### src/rtl/seg_scan_ctrl_pkg.sv
// Shared constants and the hex-to-segment table for the seven-segment scan controller.
// All segment patterns are active-low, segment a in the MSB.
package seg_pkg;

  localparam logic [7:0] SEG_BLANK = 8'hFF;

  typedef enum logic {
    BlinkOn,
    BlinkOff
  } blink_phase_e;

  // Segments a..g, active-low.
  function automatic logic [6:0] hex_to_seg(input logic [3:0] nib);
    logic [6:0] seg;
    seg = 7'b1111111;
    unique case (nib)
      4'h0: seg = 7'b0000001;
      4'h1: seg = 7'b1001111;
      4'h2: seg = 7'b0010010;
      4'h3: seg = 7'b0000110;
      4'h4: seg = 7'b1001100;
      4'h5: seg = 7'b0100100;
      4'h6: seg = 7'b0100000;
      4'h7: seg = 7'b0001111;
      4'h8: seg = 7'b0000000;
      4'h9: seg = 7'b0000100;
      4'hA: seg = 7'b0001000;
      4'hB: seg = 7'b1100000;
      4'hC: seg = 7'b0110001;
      4'hD: seg = 7'b1000010;
      4'hE: seg = 7'b0110000;
      4'hF: seg = 7'b0111000;
      default: seg = 7'b1111111;
    endcase
    return seg;
  endfunction

endpackage

### src/rtl/seg_scan_ctrl_if.sv
// Host-side load interface and display-side outputs of the seven-segment scan controller.
interface seg_scan_ctrl_if #(
  parameter int unsigned DIGITS = 8
);

  logic                  load;
  logic [4*DIGITS-1:0]   data;
  logic [DIGITS-1:0]     dp;
  logic [DIGITS-1:0]     blank;
  logic [DIGITS-1:0]     blink;
  logic                  lz_sup;
  logic                  pending;
  logic                  frame_tick;
  logic [DIGITS-1:0]     AN;
  logic [7:0]            dig;

  modport master (
    output load, data, dp, blank, blink, lz_sup,
    input  pending, frame_tick, AN, dig
  );

  modport slave (
    input  load, data, dp, blank, blink, lz_sup,
    output pending, frame_tick, AN, dig
  );

endinterface

### src/rtl/seg_hex_decode.sv
// Combinational nibble-to-segment decoder with decimal point and a dark override.
module seg_hex_decode
  import seg_pkg::*;
(
  input  logic [3:0] nib_i,
  input  logic       dp_i,
  input  logic       dark_i,
  output logic [7:0] dig_o
);

  always_comb begin
    dig_o = SEG_BLANK;
    if (!dark_i) begin
      dig_o = {hex_to_seg(nib_i), ~dp_i};
    end
  end

endmodule

### src/rtl/seg_scan_ctrl.sv
// Time-multiplexed seven-segment scan controller: frame-aligned data commit, guard interval,
// blanking, blink and leading-zero suppression over DIGITS common-anode digits.
module seg_scan_ctrl
  import seg_pkg::*;
#(
  parameter int unsigned DIGITS       = 8,
  parameter int unsigned DIV          = 100000,
  parameter int unsigned GUARD        = 16,
  parameter int unsigned BLINK_FRAMES = 64
) (
  input logic            clk,
  input logic            Reset,
  seg_scan_ctrl_if.slave bus
);

  localparam int unsigned CntW = (DIV > 1) ? $clog2(DIV) : 1;
  localparam int unsigned SelW = $clog2(DIGITS);
  localparam int unsigned FrmW = (BLINK_FRAMES > 1) ? $clog2(BLINK_FRAMES) : 1;

  localparam logic [CntW-1:0] CntLast = CntW'(DIV - 1);
  localparam logic [SelW-1:0] SelLast = SelW'(DIGITS - 1);
  localparam logic [FrmW-1:0] FrmLast = FrmW'(BLINK_FRAMES - 1);
  localparam logic [CntW-1:0] GuardC  = CntW'(GUARD);

  typedef struct packed {
    logic [4*DIGITS-1:0] data;
    logic [DIGITS-1:0]   dp;
    logic [DIGITS-1:0]   blank;
    logic [DIGITS-1:0]   blink;
  } disp_set_t;

  logic [CntW-1:0] cnt_q, cnt_d;
  logic [SelW-1:0] sel_q, sel_d;
  logic [FrmW-1:0] frm_q, frm_d;
  blink_phase_e    phase_q, phase_d;
  logic            tick_q, tick_d;
  disp_set_t       act_q, act_d;
  disp_set_t       pnd_q, pnd_d;
  logic            pending_q, pending_d;
  logic [DIGITS-1:0] an_q, an_d;
  logic [7:0]      dig_q, dig_d;

  disp_set_t         in_set;
  logic [DIGITS-1:0] lz_dark;
  logic [3:0]        sel_nib;
  logic              sel_dark;
  logic              guard;
  logic [7:0]        dec_dig;

  assign in_set.data  = bus.data;
  assign in_set.dp    = bus.dp;
  assign in_set.blank = bus.blank;
  assign in_set.blink = bus.blink;

  // Dwell and digit-select counters; frame_tick is precomputed from the next state so the
  // registered flag lines up with the last cycle of the frame.
  always_comb begin
    cnt_d = cnt_q + 1'b1;
    sel_d = sel_q;
    if (cnt_q == CntLast) begin
      cnt_d = '0;
      sel_d = (sel_q == SelLast) ? '0 : sel_q + 1'b1;
    end
    tick_d = (cnt_d == CntLast) && (sel_d == SelLast);
  end

  // A set loaded on the frame's last cycle goes straight to the active set.
  always_comb begin
    act_d     = act_q;
    pnd_d     = pnd_q;
    pending_d = pending_q;
    frm_d     = frm_q;
    phase_d   = phase_q;
    if (tick_q) begin
      if (bus.load) begin
        act_d = in_set;
      end else if (pending_q) begin
        act_d = pnd_q;
      end
      pending_d = 1'b0;
      if (frm_q == FrmLast) begin
        frm_d   = '0;
        phase_d = (phase_q == BlinkOn) ? BlinkOff : BlinkOn;
      end else begin
        frm_d = frm_q + 1'b1;
      end
    end else if (bus.load) begin
      pnd_d     = in_set;
      pending_d = 1'b1;
    end
  end

  // Digit i (i > 0) is suppressed when it and every higher nibble are zero.
  always_comb begin : lz_mask
    logic zero_above;
    zero_above = 1'b1;
    lz_dark    = '0;
    for (int i = DIGITS - 1; i >= 1; i--) begin
      zero_above = zero_above && (act_q.data[4*i +: 4] == 4'h0);
      lz_dark[i] = bus.lz_sup && zero_above;
    end
  end

  always_comb begin
    sel_nib  = act_q.data[{sel_q, 2'b00} +: 4];
    sel_dark = act_q.blank[sel_q] ||
               (act_q.blink[sel_q] && (phase_q == BlinkOff)) ||
               lz_dark[sel_q];
  end

  seg_hex_decode u_dec (
    .nib_i  (sel_nib),
    .dp_i   (act_q.dp[sel_q]),
    .dark_i (sel_dark),
    .dig_o  (dec_dig)
  );

  always_comb begin
    guard = (cnt_q < GuardC);
    an_d  = '1;
    dig_d = SEG_BLANK;
    if (!guard) begin
      an_d  = ~(DIGITS'(1) << sel_q);
      dig_d = dec_dig;
    end
  end

  always_ff @(posedge clk or posedge Reset) begin
    if (Reset) begin
      cnt_q     <= '0;
      sel_q     <= '0;
      frm_q     <= '0;
      phase_q   <= BlinkOn;
      tick_q    <= 1'b0;
      act_q     <= '0;
      pnd_q     <= '0;
      pending_q <= 1'b0;
      an_q      <= '1;
      dig_q     <= SEG_BLANK;
    end else begin
      cnt_q     <= cnt_d;
      sel_q     <= sel_d;
      frm_q     <= frm_d;
      phase_q   <= phase_d;
      tick_q    <= tick_d;
      act_q     <= act_d;
      pnd_q     <= pnd_d;
      pending_q <= pending_d;
      an_q      <= an_d;
      dig_q     <= dig_d;
    end
  end

  assign bus.pending    = pending_q;
  assign bus.frame_tick = tick_q;
  assign bus.AN         = an_q;
  assign bus.dig        = dig_q;

endmodule

### src/flat_wrapper.sv
// flat-port wrapper written by rule: the top's interface ports become plain ports
module seg_scan_ctrl_flat import seg_pkg::*;
#(
  parameter int unsigned DIGITS       = 8,
  parameter int unsigned DIV          = 100000,
  parameter int unsigned GUARD        = 16,
  parameter int unsigned BLINK_FRAMES = 64
)
  (clk, Reset, bus_load, bus_data, bus_dp, bus_blank, bus_blink, bus_lz_sup, bus_pending, bus_frame_tick, bus_AN, bus_dig);
  seg_scan_ctrl_if #(.DIGITS(DIGITS)) bus_i ();
  input logic clk;
  input logic Reset;
  input wire logic [$bits(bus_i.load)-1:0] bus_load;
  input wire logic [$bits(bus_i.data)-1:0] bus_data;
  input wire logic [$bits(bus_i.dp)-1:0] bus_dp;
  input wire logic [$bits(bus_i.blank)-1:0] bus_blank;
  input wire logic [$bits(bus_i.blink)-1:0] bus_blink;
  input wire logic [$bits(bus_i.lz_sup)-1:0] bus_lz_sup;
  output wire logic [$bits(bus_i.pending)-1:0] bus_pending;
  output wire logic [$bits(bus_i.frame_tick)-1:0] bus_frame_tick;
  output wire logic [$bits(bus_i.AN)-1:0] bus_AN;
  output wire logic [$bits(bus_i.dig)-1:0] bus_dig;
  assign bus_i.load = bus_load;
  assign bus_i.data = bus_data;
  assign bus_i.dp = bus_dp;
  assign bus_i.blank = bus_blank;
  assign bus_i.blink = bus_blink;
  assign bus_i.lz_sup = bus_lz_sup;
  assign bus_pending = bus_i.pending;
  assign bus_frame_tick = bus_i.frame_tick;
  assign bus_AN = bus_i.AN;
  assign bus_dig = bus_i.dig;
  seg_scan_ctrl #(.DIGITS(DIGITS), .DIV(DIV), .GUARD(GUARD), .BLINK_FRAMES(BLINK_FRAMES)) u_core (.clk(clk), .Reset(Reset), .bus(bus_i));
endmodule
### config.mk
export PLATFORM = sky130hd
export DESIGN_NAME = seg_scan_ctrl_flat
export DESIGN_NICKNAME = d
export VERILOG_FILES = /design/src/rtl/seg_scan_ctrl_pkg.sv /design/src/rtl/seg_scan_ctrl_if.sv /design/src/rtl/seg_hex_decode.sv /design/src/rtl/seg_scan_ctrl.sv /design/src/flat_wrapper.sv
export SDC_FILE = /design/constraint.sdc
export NUM_CORES = 1
export LEC_CHECK = 0
export CAP_MARGIN = 25
export CORE_ASPECT_RATIO = 1.4
export CORE_MARGIN = 3
export CORE_UTILIZATION = 45
export DETAILED_ROUTE_END_ITERATION = 12
export MAX_ROUTING_LAYER = met4
export PLACE_DENSITY = 0.66
export SLEW_MARGIN = 20
export SYNTH_ARGS = -nofsm -noshare
export SYNTH_HDL_FRONTEND = slang
export SYNTH_SLANG_ARGS = --single-unit
### constraint.sdc
create_clock -name clk -period 8.8 [get_ports clk]
set_clock_uncertainty 0.05 [all_clocks]
set_input_delay 1.76 -clock clk [delete_from_list [all_inputs] [get_ports clk]]
set_output_delay 1.76 -clock clk [all_outputs]
set_load 0.1 [all_outputs]
==> summary.txt <==
Detailed routing
  • Post-DRT Antenna Nets: 0
  • WL per Instance: 16.6 um
  • Drt drc: 0
  • Initial DRT Pass Iterations: 4
  • Via-to-Cell Ratio: 5.53
  • Starting DRC count in detailed routing: 225
  • Vias: 5,062
  • Final wirelength: 15.2 mm

Global route
  • Largest net degree at the start of global routing: 87
  • Total Routing Usage GR: 18.3%
  • Wire length of the first global-routing pass: 26.0 mm
  • Vias in the first global route: 5,313
  • Grt ovf: 0
  • Initial antenna violation count: 0

Power
  • Register share of total power: 47.0%
  • Max IR drop VDD: 0.115 mV
  • Static leakage: 3.91 nW
  • Pint: 1.26 mW
  • Net Sw Frac: 21.9%
  • Clk pwr share: 46.2%
  • Tot Pwr: 1.62 mW
  • Switch Pwr: 355 uW
  • Power per cell area: 180 mW/mm^2
  • Comb pwr share: 6.8%

Placement
  • Placed Area: 0.00840 sq mm
  • Post-detail-place hpwl: 10.8 mm
  • Cell Count Post-Placement: 883
  • Post-Place Setup Slack: 4400 ps
  • Final Wtd Congestion: 0.837
  • PortBufs: 77

Worst setup path
  • Crit path kind: reg2out
  • CP max stage cell: clkdlybuf4s50_1
  • CP delay by family, top: buffers and inverters
  • CP bufs+invs: 1
  • WP data required: 6990 ps
  • Type of origin of the critical path: flip-flop
  • WP data arrival: 2270 ps
  • Crit-path cells: clkdlybuf4s50_1
  • Worst setup EP type: primary output
  • Crit path max fanout: 9
  • Slowest stage delay, CP: 1230 ps

Finish
  • Post-route non-filler standard cell count: 915
  • ANT cells: 0
  • Final layout net count: 777
  • Most frequent cells in the layout: dfrtp_1 (141), nand2_1 (76), clkdlybuf4s50_1 (76)
  • Post-route cell area: 0.00901 sq mm
  • Commonest non-fill, non-tap cell in the layout: dfrtp_1
  • Finished Core Util: 55.5%
  • Share of post-route cells with drive strength above 1: 19.1%
  • Area Overhead vs Synth: 20.0%

Yosys
  • Synth unique cells: 58
  • Cells after Synth: 639
  • Flops & latches, synth: 157
  • Sequential area share after synthesis: 52.6%
  • Mapped Nets: 713
  • Post-Syn Area: 0.00750 sq mm
  • Async S/R FF share, synth: 100%
  • Largest area contributor in the netlist: dfrtp_1
  • Ys Warns: 0
  • Synth top area share: 47.0%
  • Top FF cell, synth: dfrtp_1
  • Largest cells by area after synthesis: dfrtp_1 (47%), mux2_2 (9.8%), mux2i_1 (8.3%), dfstp_2 (5.6%), o21ai_0 (4.3%)
  • Synthesized area per cell: 11.7 sq um
  • Post-synth EDFFs: 0

Timing
  • Post-route setup slack: 4720 ps
  • Highest Clock Rate: 0.245 GHz
  • Worst Tran Pin Value: 985 ps
  • Fin. Hold Viols: 0
  • Ratio of final minimum period to clock period: 46.4%
  • Final min period: 4080 ps
  • Worst slew margin: 34.1%
  • Min Hold Slack: 434 ps
  • # setup viols final: 0
  • RSZ-0062 raised after global routing: false
  • Final Max Tran Viols: 0
  • Setup TNS: 0 ps

Floorplanning
  • Core area: 0.0162 sq mm
  • Num rows: 55
  • Die height: 159 um
  • Io pins: 78
  • Total Die Area: 0.0183 sq mm
  • Die X: 115 um
  • Starting Density: 46.2%

CTS
  • Post-CTS sizing: 0
  • Clk buf depth: 2
  • CTS tree: built
  • Skew-Pair Late Insertion Delay: 420 ps
  • Root buf cell: clkbuf_16
  • Number of setup buffers added after CTS: 0
  • H-tree levels: 4
  • CTS sink cnt: 157
  • Clk slew on worst S/H paths: 60 ps
  • Total clock buffers created by CTS: 17
  • Hold_buf cts: 0

Status
  • Status: complete, no violations

Flow run
  • Max-cap viol count: 0

Worst hold path
  • Hold WC Path Type: reg2reg
-- power by group through the flow --
stage          clock network (mW)  logic (mW)  registers [mW]
6_report                    0.749       0.110           0.761
2_1_floorplan                   0      0.0657           0.770
5_1_grt                     0.797       0.121           0.764
3_5_place_dp                    0       0.112           0.774
3_3_place_gp                    0       0.109           0.772
4_1_cts                     0.766       0.112           0.760
-- layer usage --
| layer | up-vias | GRT usage (%) | wire length, um |
|---|---|---|---|
| met4 | 0 | 6.57 | 259 |
| met1 | 2511 | 22.7 | 6510 |
| met2 | 123 | 29.7 | 7880 |
| li1 | 2407 | - | - |
| met3 | 21 | 3.24 | 547 |
| met5 | - | - | 0 |
-- synth_stat cells, types with 9 or more instances --
cell        n
o21ai_0    65
clkbuf_1   18
buf_2      10
mux2i_1    62
ha_1       14
nor2_1     28
dfstp_2    16
mux2_2     65
dfrtp_1   141
inv_1       9
nand3_1    19
nand2_1    76
xnor2_1    14
-- area by class of cell --
cell class	instances	area, sq um
Clock buffer	19	443
Clock inverter	13	165
Fill cell	1401	7230
Inverter	9	38.8
Multi-Input combinational cell	436	3350
Sequential cell	157	3950
Tap cell	199	249
Timing Repair Buffer	82	810
-- flip-flops by register name (all words and copies together), names as in the netlist --
| register | cells |
|---|---|
| u_core.cnt_q | 17 |
| u_core.bus.AN | 8 |
| u_core.pnd_q | 56 |
| u_core.bus.dig | 8 |
| u_core.frm_q | 6 |
| u_core.bus.pending | 1 |
| u_core.bus.frame_tick | 1 |
| u_core.phase_q | 1 |
| u_core.act_q | 56 |
| u_core.sel_q | 3 |
-- worst paths after layout --
check                           cells past startpoint             startpoint                end  slack (ps)
worst max-delay path                                1  u_core.bus.frame_tick     bus_frame_tick        4720
worst min-delay path                                2       u_core.act_q[22]   u_core.act_q[22]         430
worst max register to register                      6        u_core.sel_q[0]  u_core.bus.dig[7]        6010
worst min register to register                      2       u_core.act_q[22]   u_core.act_q[22]         430
max in group asynchronous                           3                  Reset   u_core.pnd_q[49]        5760
min in group asynchronous                           2                  Reset    u_core.cnt_q[9]        1760
-- kinds of logic (layout without fill, tap and decap cells) --
group / after synthesis / in the layout / share of synthesized area (%)
AOI/OAI and AO/OA: 99 / 99 / 7.75
xor gates and xnor gates: 22 / 22 / 2.57
adders and majority gates: 14 / 14 / 2.33
buffers and inverters: 46 / 123 / 2.93
DFF: 157 / 157 / 52.6
muxes: 136 / 136 / 21.0
and+or+nand+nor: 165 / 165 / 10.8
No activity file was read; power rests on OpenSTA's default activity.
